$ cat src/rtl/io_pkg.sv
// io_pkg: shared I/O bus field positions, access modes and default word map
package io_pkg;
    localparam int WORD_LSB = 2;
    localparam int WORD_MSB = 7;
    localparam int MODE_LSB = 8;
    localparam int MODE_MSB = 9;
    localparam int unsigned DEF_BASE_WORD = 42;
    localparam int unsigned DEF_PULSE_WORD = 50;

    typedef enum logic [1:0] {
        MODE_WRITE = 2'b00,
        MODE_SET   = 2'b01,
        MODE_CLR   = 2'b10,
        MODE_TOG   = 2'b11
    } io_mode_e;

    function automatic logic [31:0] apply_mode(io_mode_e mode, logic [31:0] cur, logic [31:0] d);
        return mode == MODE_WRITE ? d : mode == MODE_SET ? cur | d : mode == MODE_CLR ? cur & ~d : cur ^ d;
    endfunction
endpackage

$ cat src/rtl/io_pulse_timer.sv
// io_pulse_timer: self-clearing one-shot pulse bits held for PULSE_CYCLES cycles after the last load
module io_pulse_timer #(
    parameter int unsigned WIDTH = 32,
    parameter int unsigned PULSE_CYCLES = 16
) (
    input  logic             io_clk,
    input  logic             resetn,
    input  logic             load,
    input  logic [WIDTH-1:0] din,
    output logic [WIDTH-1:0] pulse_out,
    output logic             pulse_busy
);
    localparam int unsigned CW = PULSE_CYCLES > 1 ? $clog2(PULSE_CYCLES) : 1;

    logic [CW-1:0] count;

    // a non-zero load wins over expiry so retriggering never drops the pulse
    always_ff @(posedge io_clk or negedge resetn) begin
        if (!resetn) begin
            pulse_out <= '0;
            pulse_busy <= 1'b0;
            count <= '0;
        end else if (load && din != '0) begin
            pulse_out <= pulse_out | din;
            pulse_busy <= 1'b1;
            count <= CW'(PULSE_CYCLES - 1);
        end else if (pulse_busy) begin
            if (count == '0) begin
                pulse_out <= '0;
                pulse_busy <= 1'b0;
            end else
                count <= count - 1'b1;
        end
    end
endmodule

$ cat src/rtl/io_output_bank.sv
// io_output_bank: memory-mapped output ports with write/set/clear/toggle access,
// registered readback, change strobes and a one-shot pulse register
module io_output_bank
    import io_pkg::*;
#(
    parameter int unsigned NUM_PORTS = 4,
    parameter int unsigned WIDTH = 32,
    parameter int unsigned BASE_WORD = DEF_BASE_WORD,
    parameter int unsigned PULSE_WORD = DEF_PULSE_WORD,
    parameter int unsigned PULSE_CYCLES = 16,
    parameter logic [WIDTH-1:0] RESET_VALUE = '0
) (
    input  logic                       io_clk,
    input  logic                       resetn,
    input  logic [31:0]                addr,
    input  logic [31:0]                datain,
    input  logic                       write_io_enable,
    input  logic                       read_io_enable,
    output logic [31:0]                dataout,
    output logic [NUM_PORTS*WIDTH-1:0] out_ports,
    output logic [NUM_PORTS-1:0]       port_updated,
    output logic [WIDTH-1:0]           pulse_out,
    output logic                       pulse_busy
);
    if (NUM_PORTS < 1 || NUM_PORTS > 8 || WIDTH < 1 || WIDTH > 32 || PULSE_CYCLES < 1 ||
        BASE_WORD + NUM_PORTS > 64 || PULSE_WORD > 63 ||
        (PULSE_WORD >= BASE_WORD && PULSE_WORD < BASE_WORD + NUM_PORTS)) begin : g_param_error
        $error("io_output_bank: invalid parameter set");
    end

    logic [5:0]       word;
    io_mode_e         mode;
    logic [WIDTH-1:0] d;
    logic [WIDTH-1:0] port_val [NUM_PORTS];
    logic [31:0]      rd_data;
    logic             unused_bits;

    assign word = addr[WORD_MSB:WORD_LSB];
    assign mode = io_mode_e'(addr[MODE_MSB:MODE_LSB]);
    assign d = datain[WIDTH-1:0];
    assign unused_bits = ^{addr[31:MODE_MSB+1], addr[WORD_LSB-1:0], datain};

    for (genvar p = 0; p < NUM_PORTS; p++) begin : g_port
        logic [WIDTH-1:0] q;
        logic [WIDTH-1:0] nxt;
        logic             hit;
        logic             upd;
        assign hit = write_io_enable && word == 6'(BASE_WORD + p);
        assign nxt = WIDTH'(apply_mode(mode, 32'(q), 32'(d)));
        // strobe only on a real change, aligned with the new register value
        always_ff @(posedge io_clk or negedge resetn) begin
            if (!resetn) begin
                q <= RESET_VALUE;
                upd <= 1'b0;
            end else begin
                upd <= hit && nxt != q;
                if (hit) q <= nxt;
            end
        end
        assign out_ports[p*WIDTH +: WIDTH] = q;
        assign port_updated[p] = upd;
        assign port_val[p] = q;
    end

    io_pulse_timer #(
        .WIDTH(WIDTH),
        .PULSE_CYCLES(PULSE_CYCLES)
    ) u_pulse (
        .io_clk(io_clk),
        .resetn(resetn),
        .load(write_io_enable && word == 6'(PULSE_WORD)),
        .din(d),
        .pulse_out(pulse_out),
        .pulse_busy(pulse_busy)
    );

    always_comb begin
        rd_data = '0;
        for (int p = 0; p < NUM_PORTS; p++)
            if (word == 6'(BASE_WORD + p)) rd_data = 32'(port_val[p]);
        if (word == 6'(PULSE_WORD)) begin
            rd_data = 32'(pulse_out);
            rd_data[31] = pulse_busy;
        end
    end

    // sampled from pre-write register values, giving read-before-write
    always_ff @(posedge io_clk or negedge resetn) begin
        if (!resetn)
            dataout <= '0;
        else if (read_io_enable)
            dataout <= rd_data;
    end
endmodule

$ cat config.mk
export PLATFORM = sky130hd
export DESIGN_NAME = io_output_bank
export DESIGN_NICKNAME = d
export VERILOG_FILES = /design/src/rtl/io_pkg.sv /design/src/rtl/io_pulse_timer.sv /design/src/rtl/io_output_bank.sv
export SDC_FILE = /design/constraint.sdc
export NUM_CORES = 1
export LEC_CHECK = 0
export BUFFER_PORTS_ARGS = -buffer_cell sky130_fd_sc_hd__buf_2
export CORE_UTILIZATION = 45
export CTS_BUF_LIST = sky130_fd_sc_hd__clkbuf_2
export CTS_CLUSTER_SIZE = 30
export DETAILED_ROUTE_END_ITERATION = 6
export PLACE_DENSITY_LB_ADDON = 0.2
export SYNTH_ARGS = -nofsm -noshare
export SYNTH_HDL_FRONTEND = slang
export SYNTH_HIERARCHICAL = 1
export SYNTH_SLANG_ARGS = --single-unit
$ cat constraint.sdc
create_clock -name io_clk -period 4.71 [get_ports io_clk]
set_clock_uncertainty 0.1 [all_clocks]
set_input_delay 0.2355 -clock io_clk [delete_from_list [all_inputs] [get_ports io_clk]]
set_output_delay 0.2355 -clock io_clk [all_outputs]
set_load 0.005 [all_outputs]
== Word-level counts from Yosys, hierarchy flattened ==
Index checks and enable logic that the tools add are counted.
Storage, ports and cells
  flip-flop bits (word level): 201
  input port bits: 68
  output and inout port bits: 197
  word-level logic and storage cells: 82
Operators by class
  $add $sub $neg: 1
  eq/ne operators: 12
  muxes and demuxes: 26
  bitwise gates (word level): 14
  reduce and logical (&&, ||, !) cells: 17
Operator list (number)
  $mux 32: 20
  $or 32x32->32: 5
  $and 32x32->32: 4
  $ne 32x32->1: 4
  $xor 32x32->32: 4
  $not 32->32: 1
  $reduce_bool 32->1: 1
  $eq 6x6->1 const B: 5
  $mux 4: 3
  $logic_and 1x1->1: 10
  $logic_not 4->1: 1
  $reduce_and 2->1: 2
  $reduce_bool 2->1: 2
  $sub 4x1->4 const B: 1
  $mux 1: 3
  $eq 2x1->1 const B: 1
  $eq 2x2->1 const B: 1
  $logic_not 2->1: 1
  $ne 2x1->1 const B: 1

== Logic depth before layout (Yosys ltp) ==
Gate-level depths: netlist of the first run.
  depth in word-level cells: 7
  gate-level depth with buffers: 9
  gate-level depth less buffers: 8

== By module ==
The synthesis of the first run kept the hierarchy.
Modules (own cells, without submodules)
  io_output_bank: instances 1, cells an instance 1503, area an instance 15921.5 um^2, seq. area each 4103.9 um^2
  io_pulse_timer: instances 1, cells an instance 169, area an instance 1611.5 um^2, seq. area each 925.9 um^2

== Least setup slack after synthesis of the first run ==
No wires, ideal clock.
  path kind: flip-flop to flip-flop
  start: reg g_port[0].q[18]
  end: reg g_port[0].upd
  library setup time: 0.119 ns
  arrival time: 1.925 ns
  data required time: 4.491 ns
  slack: 2.566 ns
  cell stages (with the launch flop): 8
  cell sequence: dfrtp_1 inv_1 ha_1 mux4_1 xnor2_1 nor4_1 nand4_1 o21ba_2
On the way
  word-level cells in the longest chain between the ends: 6
  elaborated cells on any way between the ends: 8
Ends and longest elaborated chain
  from (decl): line io_output_bank.sv:44  | logic [WIDTH-1:0] q;
  from (signal assigned): line io_output_bank.sv:57  | if (hit) q <= nxt;
  $xor 32x32->32 / $and 32x32->32 (equally long branches): line io_pkg.sv:18  | return mode == MODE_WRITE ? d : mode == MODE_SET ? cur | d : mode == MODE_CLR ? cur & ~d : cur ^ d;
  $mux 32 (3 in series): line io_pkg.sv:18
  $ne 32x32->1 (*): line io_output_bank.sv:56  | upd <= hit && nxt != q;
  $logic_and 1x1->1 (*): line io_output_bank.sv:56
  to (signal assigned): line io_output_bank.sv:56
  to (decl): line io_output_bank.sv:47  | logic upd;
Mark *: on every way between the ends. The rest lies on a longest branch, timed or not.
A chain may end at the register's enable or synchronous reset.

== Worst setup path in the final report of the first run ==
  start: in addr[6]
  end: reg g_port[2].q[12]
On the way
  word-level cells in the longest chain between the ends: 2
Ends and longest elaborated chain
  from (decl): line io_output_bank.sv:15  | input logic [31:0] addr,
  $eq 6x6->1: line io_output_bank.sv:48  | assign hit = write_io_enable && word == 6'(BASE_WORD + p);
  $logic_and 1x1->1: line io_output_bank.sv:48
  to (signal assigned): line io_output_bank.sv:57
  to (decl): line io_output_bank.sv:44
Every way passes these cells.

==> impl_metrics.yaml, run 1 <==
outcome:
  status: "complete, no violations"
synth:
  async_flop_share: 1.00
  syn-num-nets: 1997
  synth_top_cell_by_area: "dfrtp_1"
  synth_edf_count: 0
  ys_top_cells_by_count: "inv_1, ha_1, dfrtp_1"
  syn_area_um2: 17500
  synthCells: 1672
  yosys_most_used_dff: "dfrtp_1"
  yosysMostFrequentCell: "inv_1"
  synth.distinct_cells: 48
  ys_ff_latch: 201
  seq_area_frac_synth: 0.287
  yosys-top-cells-area: "dfrtp_1, ha_1, mux4_2, xnor2_1, inv_1"
  postSynthAreaPerCell_um2: 10.5
  synth_warnings: 6
  synth_top_area_frac: 0.287
critical_path:
  endpoint_kind: "flip-flop"
  r2r_slack_ns: 1.65
  timing.rr.start: "u_pulse/count[0]"
  crit_required_ns: 5.49
  crit_path_start_kind: "input pin"
  crit_chain: "dlygate4sd3_1 -> buf_2 -> nand3b_1 -> nor3b_4 -> dlygate4sd3_1 -> buf_4 -> nand2_1 -> nor2_4 -> buf_4 -> mux2_2"
  reg2regPathDepth: 7
  crit_type: "in2reg"
  cpPeakStageDelay_ns: 0.71
  cp.arrival_ns: 4.12
  slowest_stage: "nor2_4"
  worst-path-max-fanout: 20
  r2r_end: "u_pulse/pulse_out[2]"
cells_and_area:
  ff_latch_area_um2: 5030
  stdcell_count: 2556
  drive_above_1_share: 0.282
  nFillCells: 3512
  nets: 2329
  multi_input_area_um2: 10900
  area_delta_synth_final_pct: 17.2
pwr:
  power.density_nw_per_um2: 322
  leakage_nw: 9.92
  ir_worst_vdd_mv: 0.184
  fin_total_pwr_mw: 6.62
placement:
  place_inst: 2363
  numPortBuffers: 240
  dp_hpwl_mm: 40.7
  place_congestion: 0.880
routing:
  viasPerCell: 5.63
  drtAntennaViolNets: 0
  vias: 14395
  route.detailed.wl_per_inst_um: 22.5
  drc: 0
  drt_iter0_drc: 1123
  routed_wl_mm: 57.6
  dr.pass1.iters: 5
timing:
  rsz0062_at_grt: "false"
  hold_violations: 0
  fin_tns_setup_ns: 0
  max-slew-margin-rel: 0.225
  setup_viol: 0
  final-max-slew-violation-count: 0
  max_freq_mhz: 300
  min_period_ns: 3.33
  tightest_slew_ns: 1.16
  finalCritPeriodShare: 0.707
job:
  max_cap_violations: 0
floorplan:
  die_h_um: 199
  top_level_ports: 265
  start_util: 0.461
  die-area_um2: 39800
  fp.dieW_um: 199
  coreArea_um2: 38000
  row_count: 71
clock_network:
  cts_root_buf: "clkbuf_2"
  cts_tree: "done"
  clockBufferDepth: 3
  cts.clk_slew.worst_paths_ns: 0.09
  cts_buffers: 61
  clk_latency_ns: 1.05
  cts_htree_levels: 2
  cts.sink_count: 201
global_routing:
  grt_pass1_vias: 14506
  grt-ovfl-total: 0
  grtUsageTotal: 0.297
  grt_pass1_wl_mm: 87.4
  antenna_found_initial: 3
  grt_max_degree: 112
hold_path:
  hold_end: "u_pulse/pulse_out[9]"
  hp-start: "datain[9]"
  hold_path.class: "in2reg"
  whs_path_depth: 4
==> flip-flops by register name, summed over array words and instances (netlist names) <==
name	flops
g_port.q	128
dataout	32
u_pulse/pulse_out	32
g_port.upd	4
u_pulse/count	4
u_pulse/pulse_busy	1
==> cells in the final DEF (no fill, tap or decap), drive strengths merged, types with 13 or more instances in the layout <==
cell         count
a21oi           16
a22oi           64
a31oi           36
buf            268
clkbuf          86
clkinv          13
dfrtp          201
dlygate4sd3     88
ha             257
inv            287
mux2            84
mux4           122
nand2          111
nand4           14
nor2            78
nor4            34
o21ai          106
xnor2          130
==> metal layers <==
layer  part of all wire  GRT usage
met1               0.44      0.404
met3              0.065     0.0527
met4              0.032      0.107
met5            0.00019          0
met2               0.47      0.475
==> kinds of logic (layout without fill, tap and decap cells) <==
| logic type | Yosys count | in the layout | synth area share |
|---|---|---|---|
| and+or+nand+nor | 268 | 268 | 0.0706 |
| buffers and inverters | 373 | 744 | 0.0945 |
| other | 0 | 2 | 0 |
| adders and majority gates | 257 | 257 | 0.183 |
| AOI/OAI and AO/OA | 231 | 231 | 0.0829 |
| muxes | 211 | 211 | 0.216 |
| xor gates and xnor gates | 131 | 131 | 0.0654 |
| DFF | 201 | 201 | 0.287 |
==> critical path, delay by kind of cell <==
kind,cells,cell delay [ns]
buffers and inverters,5,2.04
multiplexers,1,0.38
AND/OR/NAND/NOR,4,1.43
==> metrics by stage <==
step / hold slack (ns) / setup slack, ns / area [um2] / util
final: 0.135 / 1.38 / 20500 / 0.540
after global routing: 0.0997 / 1.36 / 20500 / 0.540
after CTS: 0.00426 / 1.54 / 20500 / 0.540
after detailed placement: 0.214 / 1.30 / 19100 / 0.502
after global placement: 0.215 / 1.29 / 19100 / 0.502
after floorplan: -0.160 / 2.57 / 17500 / -
==> layout make-up <==
cell class | count | share of cell area
sequential | 201 | 0.245
clock buffer | 86 | 0.0210
clock inverter | 16 | 0.00554
tap | 511 | 0.0311
timing repair buffer | 356 | 0.115
antenna | 2 | 0.000244
multi-input combinational | 1098 | 0.530
inverter | 286 | 0.0523
==> timing repair <==
item / 4_1_cts / 5_1_grt
hold buffers: 89 / 0
endpoints found under the hold margin: 402 / 0
gates resized for setup: 0 / 0
setup endpoints to repair: 0 / 0
setup buffers: 0 / 0
==> worst max path at each step <==
stage / from / cells after the start / slack [ns] / endpoint
finish: addr[6] / 10 / 1.38 / g_port[2].q[12]
global route: addr[6] / 10 / 1.36 / g_port[2].q[11]
CTS: addr[6] / 10 / 1.54 / g_port[2].q[11]
detailed placement: addr[9] / 9 / 1.30 / g_port[2].upd
global placement: addr[9] / 9 / 1.29 / g_port[2].upd
floorplan: g_port[0].q[18] / 7 / 2.57 / g_port[0].upd
==> power breakdown <==
| part | leakage [nW] | switching [mW] | internal, mW |
|---|---|---|---|
| sequential | 2.49 | 0.473 | 2.08 |
| clock | 0.412 | 0.876 | 0.596 |
| combinational | 7.01 | 1.37 | 1.23 |
| total | 9.92 | 2.72 | 3.90 |
Power figures use the tool's default switching activity.
==> inputs of run 2 (changes only) <==
==> constraint.sdc (replaced) <==
create_clock -name io_clk -period 3.05 [get_ports io_clk]
set_clock_uncertainty 0.1 [all_clocks]
set_input_delay 0.1525 -clock io_clk [delete_from_list [all_inputs] [get_ports io_clk]]
set_output_delay 0.1525 -clock io_clk [all_outputs]
set_load 0.005 [all_outputs]
==> impl_metrics.yaml, run 2 (synthesis results as in run 1) <==
placement:
  place_congestion: 0.852
  dp_hpwl_mm: 41.4
  place_inst: 2384
  dp_slack_ns: 0.400
  numPortBuffers: 240
hold_path:
  hold_path.class: "in2reg"
  hp-start: "datain[9]"
  whs_path_depth: 5
  hold_end: "u_pulse/pulse_out[9]"
critical_path:
  reg2regPathDepth: 7
  r2r_slack_ns: 0.38
  r2r_end: "g_port[3].q[15]"
  cp.arrival_ns: 3.84
  crit_type: "in2reg"
  endpoint_kind: "flip-flop"
  crit_path_start_kind: "input pin"
  timing.rr.start: "g_port[3].q[15]"
  worst-path-max-fanout: 32
  crit_required_ns: 3.90
global_routing:
  antenna_found_initial: 1
  grt_pass1_vias: 14600
  grt_pass1_wl_mm: 88.4
  grt_max_degree: 67
  grtUsageTotal: 0.301
  grt-ovfl-total: 0
pwr:
  leakage_nw: 10.1
  ir_worst_vdd_mv: 0.297
  power.density_nw_per_um2: 488
cells_and_area:
  layout_commonest_cell: "inv_1"
  area_delta_synth_final_pct: 19.6
  top_register: "g_port.q"
  nets: 2372
  final_cell_mix: "inv_1, ha_1, buf_2, dfrtp_1, xnor2_1"
  drive_above_1_share: 0.285
  stdcell_count: 2589
  reg_top3: "g_port.q: 128 flops, dataout: 32 flops, u_pulse/pulse_out: 32 flops"
  largest_register_ffs: 128
job:
  max_cap_violations: 0
routing:
  route.detailed.wl_per_inst_um: 22.5
  viasPerCell: 5.62
  dr.pass1.iters: 6
  drt_iter0_drc: 987
  vias: 14539
  routed_wl_mm: 58.3
  drtAntennaViolNets: 0
  drc: 0
clock_network:
  clockBufferDepth: 3
  cts.sink_count: 201
  cts.clk_slew.worst_paths_ns: 0.10
  cts_tree: "done"
  cts_root_buf: "clkbuf_2"
  cts_buffers: 59
  clk_latency_ns: 1.06
  cts_htree_levels: 2
timing:
  max-slew-margin-rel: 0.536
  min_period_ns: 2.99
  tightest_slew_ns: 0.691
  hold_violations: 0
  final-max-slew-violation-count: 0
  fin_tns_setup_ns: 0
  rsz0062_at_grt: "false"
  max_freq_mhz: 334
  setup_ws_ns: 0.0595
  finalCritPeriodShare: 0.980
  setup_viol: 0
floorplan:
  die_h_um: 199
  coreArea_um2: 38000
  die-area_um2: 39800
  start_util: 0.461
  row_count: 71
  top_level_ports: 265
  fp.dieW_um: 199
outcome:
  status: "complete, no violations"
==> run 2: cell types whose count changed in the layout (fill, tap and decap cells not counted) <==
cell           change
buf_12            +10
buf_4             +10
buf_6              +1
bufinv_16          -2
clkbuf_2           -4
clkinv_1           -5
clkinv_2           +1
diode_2            -1
dlygate4sd3_1     +24
inv_2              -1
==> run 2: cell type report <==
type	count	area (um2)
well taps	511	639
inverters	286	1070
clock inverters	9	36.3
multi-input cells	1098	10900
fillers	3479	17100
repair buffers	401	2880
diodes	1	2.50
flip-flops and latches	201	5030
clock buffers	82	410
==> run 2: routing by layer <==
layer / global-route usage / vias up / wire length, um
met3: 0.0650 / 103 / 4410
met5: 0 / - / 0
met1: 0.397 / 7361 / 24900
met4: 0.128 / 0 / 2120
met2: 0.476 / 516 / 26900
li1: - / 6559 / -
==> run 2: critical path: stages <==
cell and delay, ns:
dlygate4sd3_1 0.51, buf_2 0.10, nand3b_1 0.14, dlygate4sd3_1 0.67, nor3b_4 0.35, buf_6 0.40, a22oi_1 0.12, dlygate4sd3_1 0.58
a31oi_1 0.19, dlygate4sd3_1 0.59
==> run 2: per-stage QoR <==
stage	cell area [um2]	util	hold WS (ns)	power, mW
final	21000	0.551	0.0859	10.2
after global routing	21000	0.551	0.0551	10.9
after CTS	21000	0.551	0.00922	10.2
after detailed placement	19400	0.509	0.0127	7.83
after global placement	19400	0.509	0.00801	7.64
after floorplan	17500	-	-0.243	6.12
==> run 2: worst max path at each step <==
stage                    end             from  cells after the start  slack, ns
2_1_floorplan  g_port[0].upd  g_port[0].q[18]                      7       0.91
3_3_place_gp   g_port[2].upd          addr[9]                      8       0.44
3_5_place_dp   g_port[1].upd       datain[22]                      8       0.40
4_1_cts          dataout[18]          addr[5]                     10       0.17
5_1_grt          dataout[18]          addr[5]                     10       0.08
6_report         dataout[18]          addr[5]                     10       0.06
==> run 2: repair_timing <==
item / CTS / global route
buffers inserted: 0 / 0
setup endpoints to repair: 0 / 1
endpoints found under the hold margin: 402 / 0
hold buffers: 113 / 0
gates resized for setup: 0 / 1
==> run 2: report_power, final <==
group	switching [mW]	internal (mW)
combinational	2.19	2.10
sequential	0.721	3.21
clock	1.31	0.704
total	4.22	6.01
